--- src/rtl/cmac_rx_gate.sv ---
// -----------------------------------------------------------------------------
// cmac_rx_gate
//
// Gates the CMAC receive AXI-Stream on PCS alignment. The stream is only
// passed downstream once the link is aligned and the input has reached a
// packet boundary, so the output never starts mid-packet. If alignment is
// lost while an output packet is open, a single truncation beat (tlast=1,
// tuser=1) closes it so the consumer sees a terminated, errored packet.
//
// States: DOWN (not aligned, discard), SYNC (aligned, discard until a packet
// boundary), PASS (forward with one cycle of latency).
//
// Configuration macro: CMAC_RX_GATE_STATS_EN
//   defined   -> pkt/drop/err/trunc counters implemented (saturating at 2^32-1)
//   undefined -> counter outputs tied to 0, no counter registers
//
// Ports:
//   rx_clk, rx_resetn      clock and asynchronous active-low reset
//   link_aligned           PCS alignment, synchronous to rx_clk
//   axis_in_*              CMAC rx stream (no tready, never backpressured)
//   axis_out_*             gated stream, all fields registered (no tready)
//   link_up                high while in PASS
//   pkt_count              forwarded good packets (tlast with tuser=0)
//   drop_count             discarded tlast beats
//   err_count              forwarded errored packets (tlast with tuser=1)
//   trunc_count            truncation beats emitted
// -----------------------------------------------------------------------------
module cmac_rx_gate #(
   parameter int DATA_WIDTH = 512,
   parameter int KEEP_WIDTH = DATA_WIDTH / 8
) (
   input  logic                  rx_clk,
   input  logic                  rx_resetn,
   input  logic                  link_aligned,
   input  logic [DATA_WIDTH-1:0] axis_in_tdata,
   input  logic [KEEP_WIDTH-1:0] axis_in_tkeep,
   input  logic                  axis_in_tlast,
   input  logic                  axis_in_tuser,
   input  logic                  axis_in_tvalid,
   output logic [DATA_WIDTH-1:0] axis_out_tdata,
   output logic [KEEP_WIDTH-1:0] axis_out_tkeep,
   output logic                  axis_out_tlast,
   output logic                  axis_out_tuser,
   output logic                  axis_out_tvalid,
   output logic                  link_up,
   output logic [31:0]           pkt_count,
   output logic [31:0]           drop_count,
   output logic [31:0]           err_count,
   output logic [31:0]           trunc_count
);

   typedef enum logic [1:0] {
      ST_DOWN = 2'd0,
      ST_SYNC = 2'd1,
      ST_PASS = 2'd2
   } state_t;

   state_t state_q, state_d;
   logic   in_pkt_q, in_pkt_d;
   logic   out_pkt_q, out_pkt_d;

   logic [DATA_WIDTH-1:0] out_tdata_q, out_tdata_d;
   logic [KEEP_WIDTH-1:0] out_tkeep_q, out_tkeep_d;
   logic                  out_tlast_q, out_tlast_d;
   logic                  out_tuser_q, out_tuser_d;
   logic                  out_tvalid_q, out_tvalid_d;

   // Forwarding happens only in PASS while still aligned; the beat that
   // arrives in the cycle alignment drops is discarded.
   logic pass_fwd;
   logic trunc_now;

   assign pass_fwd  = (state_q == ST_PASS) && link_aligned;
   // out_pkt_q already includes the beat currently held in the output
   // register, so it says whether the downstream packet is still open.
   assign trunc_now = (state_q == ST_PASS) && !link_aligned && out_pkt_q;

   always_comb begin
      state_d      = state_q;
      in_pkt_d     = in_pkt_q;
      out_pkt_d    = out_pkt_q;
      out_tdata_d  = '0;
      out_tkeep_d  = '0;
      out_tlast_d  = 1'b0;
      out_tuser_d  = 1'b0;
      out_tvalid_d = 1'b0;

      if (axis_in_tvalid) begin
         in_pkt_d = ~axis_in_tlast;
      end

      case (state_q)
         ST_DOWN: begin
            if (link_aligned) begin
               state_d = ST_SYNC;
            end
         end
         ST_SYNC: begin
            if (!link_aligned) begin
               state_d = ST_DOWN;
            end else if (axis_in_tvalid && axis_in_tlast) begin
               // Boundary reached by discarding the tail of a packet.
               state_d = ST_PASS;
            end else if (!in_pkt_q && !axis_in_tvalid) begin
               // Idle between packets: safe to start forwarding.
               state_d = ST_PASS;
            end
         end
         ST_PASS: begin
            if (!link_aligned) begin
               state_d = ST_DOWN;
            end
         end
         default: begin
            state_d = ST_DOWN;
         end
      endcase

      if (pass_fwd) begin
         out_tdata_d  = axis_in_tdata;
         out_tkeep_d  = axis_in_tkeep;
         out_tlast_d  = axis_in_tlast;
         out_tuser_d  = axis_in_tuser;
         out_tvalid_d = axis_in_tvalid;
      end else if (trunc_now) begin
         out_tkeep_d  = KEEP_WIDTH'(1);
         out_tlast_d  = 1'b1;
         out_tuser_d  = 1'b1;
         out_tvalid_d = 1'b1;
      end

      if (out_tvalid_d) begin
         out_pkt_d = ~out_tlast_d;
      end
   end

   always_ff @(posedge rx_clk or negedge rx_resetn) begin
      if (!rx_resetn) begin
         state_q      <= ST_DOWN;
         in_pkt_q     <= 1'b0;
         out_pkt_q    <= 1'b0;
         out_tdata_q  <= '0;
         out_tkeep_q  <= '0;
         out_tlast_q  <= 1'b0;
         out_tuser_q  <= 1'b0;
         out_tvalid_q <= 1'b0;
      end else begin
         state_q      <= state_d;
         in_pkt_q     <= in_pkt_d;
         out_pkt_q    <= out_pkt_d;
         out_tdata_q  <= out_tdata_d;
         out_tkeep_q  <= out_tkeep_d;
         out_tlast_q  <= out_tlast_d;
         out_tuser_q  <= out_tuser_d;
         out_tvalid_q <= out_tvalid_d;
      end
   end

   assign axis_out_tdata  = out_tdata_q;
   assign axis_out_tkeep  = out_tkeep_q;
   assign axis_out_tlast  = out_tlast_q;
   assign axis_out_tuser  = out_tuser_q;
   assign axis_out_tvalid = out_tvalid_q;
   assign link_up         = (state_q == ST_PASS);

`ifdef CMAC_RX_GATE_STATS_EN
   // Counter events are taken at the edge where the beat is loaded into the
   // output register, so counts line up with the beat appearing downstream.
   logic ev_pkt, ev_err, ev_drop, ev_trunc;

   assign ev_pkt   = pass_fwd && axis_in_tvalid && axis_in_tlast && !axis_in_tuser;
   assign ev_err   = pass_fwd && axis_in_tvalid && axis_in_tlast &&  axis_in_tuser;
   assign ev_drop  = !pass_fwd && axis_in_tvalid && axis_in_tlast;
   assign ev_trunc = trunc_now;

   logic [31:0] pkt_cnt_q, drop_cnt_q, err_cnt_q, trunc_cnt_q;

   always_ff @(posedge rx_clk or negedge rx_resetn) begin
      if (!rx_resetn) begin
         pkt_cnt_q   <= '0;
         drop_cnt_q  <= '0;
         err_cnt_q   <= '0;
         trunc_cnt_q <= '0;
      end else begin
         if (ev_pkt && (pkt_cnt_q != 32'hFFFF_FFFF)) begin
            pkt_cnt_q <= pkt_cnt_q + 32'd1;
         end
         if (ev_drop && (drop_cnt_q != 32'hFFFF_FFFF)) begin
            drop_cnt_q <= drop_cnt_q + 32'd1;
         end
         if (ev_err && (err_cnt_q != 32'hFFFF_FFFF)) begin
            err_cnt_q <= err_cnt_q + 32'd1;
         end
         if (ev_trunc && (trunc_cnt_q != 32'hFFFF_FFFF)) begin
            trunc_cnt_q <= trunc_cnt_q + 32'd1;
         end
      end
   end

   assign pkt_count   = pkt_cnt_q;
   assign drop_count  = drop_cnt_q;
   assign err_count   = err_cnt_q;
   assign trunc_count = trunc_cnt_q;
`else
   assign pkt_count   = 32'd0;
   assign drop_count  = 32'd0;
   assign err_count   = 32'd0;
   assign trunc_count = 32'd0;
`endif

endmodule
--- config.mk ---
export PLATFORM = sky130hd
export DESIGN_NAME = cmac_rx_gate
export DESIGN_NICKNAME = d
export VERILOG_FILES = /design/src/rtl/cmac_rx_gate.sv
export SDC_FILE = /design/constraint.sdc
export NUM_CORES = 1
export LEC_CHECK = 0
export CORE_AREA = 2 2 507 509
export CTS_CLUSTER_DIAMETER = 50
export DETAILED_ROUTE_END_ITERATION = 16
export DIE_AREA = 0 0 509 511
export HOLD_SLACK_MARGIN = 0.05
export PLACE_DENSITY_LB_ADDON = 0.08
export SLEW_MARGIN = 10
export SYNTH_ARGS = -nofsm -noshare
export SYNTH_HDL_FRONTEND = slang
export SYNTH_SLANG_ARGS = --single-unit
--- constraint.sdc ---
create_clock -name rx_clk -period 1.76 [get_ports rx_clk]
set_clock_uncertainty 0.05 [all_clocks]
set_input_delay 0.352 -clock rx_clk [delete_from_list [all_inputs] [get_ports rx_clk]]
set_output_delay 0.352 -clock rx_clk [all_outputs]
set_load 0.01 [all_outputs]
==> run metrics <==
Tot GR Track Use=about 10%; estimated wirelength of the detail-placed design=105000 um; Tmin final=approximately 1900 ps; pin count of the biggest net entering global routing=92; wire length of the first global-routing pass=between 150000 and 200000 um; RR Endpoint=axis_out_tdata[445]$_DFF_PN0_; Register-to-Register Setup Slack=-60 ps; total CTS buffers=about 140; most used flip-flop cell after synthesis=sky130_fd_sc_hd__dfrtp_1; area of all placed cells without fillers=0.0451 mm^2; post-route DRC violation count=0; WHS Endpoint=axis_out_tdata[326]$_DFF_PN0_; remaining max-slew budget at the tightest pin=60.8%; average wire per cell in the routed design=20.2 um; transition time at the pin with the least slew margin=588 ps; share of synthesized registers carrying an async set or reset=between 90% and 100%; worst path arrival time=1450 ps; proportion of synthesized chip area in sequential cells=74.2%; number of port buffers=roughly 1200; area of combinational cells with multiple inputs=approximately 0.0042 mm^2; final WL=roughly 140000 um; highest achievable clock rate=0.541 GHz; Final Max Slew Viols=0; Syn-to-layout area delta=130%; worst hold path depth=2; number of synthesized flops with an enable pin=0; Clock Pin Slew Worst Setup and Hold Paths=40 ps; average cell area after synthesis=around 14 um^2; leading cell types by total area after synthesis=sky130_fd_sc_hd__dfrtp_1, sky130_fd_sc_hd__and2_1, sky130_fd_sc_hd__buf_4, sky130_fd_sc_hd__clkbuf_2, sky130_fd_sc_hd__buf_6; Starting DRT DRC Count=498; worst skew pair latency=710 ps; Post-Route Hold Slack=around 150 ps; number of different library cells in the post-synthesis netlist=17; post-route fraction of the period consumed by the critical path=105%; share of the synthesized area in the top cell type=between 70 and 80%; number of sinks driven by the clock tree=around 600; average vias per placed instance=2.53; area leader, netlist=sky130_fd_sc_hd__dfrtp_1; hold path startpoint=axis_in_tdata[326]; worst min-delay path category=input port to register; total cell area at the placement stage=around 0.036 mm^2; logic depth of the worst register-to-register path=7; register area=approximately 0.015 mm^2; Die Y=~500 um; cell area after synthesis=just under 0.02 mm^2; violations in the final reports=setup timing; Synthesis Warnings=0; number of detailed-route iterations in the first pass=4; Worst VDD drop=just over 0.7 mV; start-to-end type of the worst setup path=register to output port; fraction of layout cells with a size suffix above 1=between 20% and 30%; fill cell total of the finished layout=approximately 28000; final standard cell count with taps included and fillers excluded=approximately 6700; Worst Setup Slack, final=-90.0 ps; number of global-route vias before repair=roughly 19000; setup repair after global routing missed its margin=true; total count of hold-check failures in the final report=0; clock tree from TritonCTS=built; clock tree buffer depth=3; Crit. End Element=output port; synthesized instance count=around 1400; grt total ovfl=0; H-tree levels=4; number of register bits inferred by synthesis=roughly 580; die area=0.260 mm^2; outcome=finished, violations left; clk root buf=sky130_fd_sc_hd__clkbuf_16; number of I/O pins=between 1000 and 1500; data required time of the critical path=between 1000 and 1500 ps; Final nets=~3800; weighted congestion reported at the end of routability-driven placement=0.728; Inst Count DP=5930; RR Startpoint=state_q[0]$_DFFE_PN0P_; Worst Setup Start Kind=register; cell with the most instances after synthesis=sky130_fd_sc_hd__dfrtp_1; number of vias in the routed layout=16900; number of antenna violations at the first check in global routing=57; x dimension of the die=just over 500 um; most used standard cells in the synthesized netlist=sky130_fd_sc_hd__dfrtp_1, sky130_fd_sc_hd__and2_1, sky130_fd_sc_hd__buf_4; Setup-failing EPs final=21; core area=about 0.26 mm^2; leak pwr=~21 nW; number of antenna-violating nets in the routed design=0; initial standard-cell utilization of the core=roughly 7.7%; Max Fanout on Critical Path=1; ratio of total power to cell area=about 1000 mW/mm^2; number of max-capacitance violations reported=0; num rows=186
## state kept, by name, summed over array words and instances (netlist names)
signal           flops
out_pkt_q            1
axis_out_tkeep      64
axis_out_tuser       1
in_pkt_q             1
axis_out_tdata     512
state_q              2
axis_out_tlast       1
axis_out_tvalid      1
## worst max-delay path, stage by stage (launching register included)
cell,delay (ps)
sky130_fd_sc_hd__dfrtp_1,400
sky130_fd_sc_hd__buf_12,150
sky130_fd_sc_hd__buf_8,120
## cell type report
type / count / area share [%]
antenna: 29 / 0.161
inverter: 2 / 0.0166
clock inverter: 54 / 1.94
sequential: 583 / 32.4
tap: 3384 / 9.39
multi-input combinational: 723 / 9.40
timing repair buffer: 1715 / 37.6
clock buffer: 204 / 9.11
## worst max path at each step
stage                                start                            end  slack [ps]  cells past startpoint
2_1_floorplan                 link_aligned  axis_out_tdata[462]$_DFF_PN0_         390                      6
3_3_place_gp                  link_aligned  axis_out_tdata[333]$_DFF_PN0_        -360                      5
3_5_place_dp                  link_aligned  axis_out_tdata[332]$_DFF_PN0_        -340                      5
4_1_cts        axis_out_tkeep[5]$_DFF_PN0_              axis_out_tkeep[5]        -250                      2
5_1_grt        axis_out_tkeep[5]$_DFF_PN0_              axis_out_tkeep[5]        -240                      2
6_report       axis_out_tkeep[5]$_DFF_PN0_              axis_out_tkeep[5]         -90                      2
## report_power, final
part	internal (mW)	switching, mW	total, mW
Combinational	2.72	1.84	4.56
Clock	17.8	9.52	27.4
Sequential	13.8	0.175	14.0
Total	34.4	11.5	45.9
## per-layer routing
layer / part of all wire [%] / GRT usage (%) / wire (um) / vias to the layer above
met4: 2.2 / 2.56 / 2940 / 44
met5: 0.20 / 0 / 269 / -
met3: 11 / 5.45 / 15200 / 211
met2: 49 / 16.7 / 66400 / 990
li1: - / - / - / 7596
met1: 37 / 10.4 / 50700 / 8072
## timing repair
| item | 4_1_cts | 5_1_grt |
|---|---|---|
| pin swaps | 0 | 2 |
| buffers inserted | 3 | 12 |
| endpoints found under the hold margin | 1030 | 0 |
| gates resized for setup | 2929 | 84 |
| cloned | 0 | 13 |
| hold buffers | 449 | 0 |
| endpoints found under the setup margin | 580 | 533 |
## placed cells by master, fill, tap and decap left out, drive strengths merged
master         Yosys  final
nor4bb             1      1
and3b              2      2
clkinvlp           0      4
clkinv             0     37
a21oi              4      4
nand2              5      5
a41o               1      1
dfrtp            583    583
buf              136    678
clkbuf            57    212
clkdlybuf4s50      0    580
dlygate4sd3        0    449
conb               1    128
and2             575    575
inv                2      5
bufinv             0     10
a221o              1      1
diode              0     29
a311oi             1      1
nor2b              1      1
nand2b             4      4
## per-stage QoR
stage               TNS, ps  total power, mW  setup slack, ps  util, %
finish                 -879             45.9            -90.0     17.7
global route         -13770             48.1             -237     17.7
CTS                  -14160             47.1             -250     17.4
detailed placement  -112170             17.8             -337     13.9
global placement    -119310             17.9             -357     13.9
floorplan                 0             15.0              389        -
## kinds of logic after synthesis
group | share of synthesized area [%]
other cells | 0.0191
flops | 74.2
buf+inv | 6.80
compound gates | 0.248
simple gates | 18.7
Power figures use the tool's default switching activity.
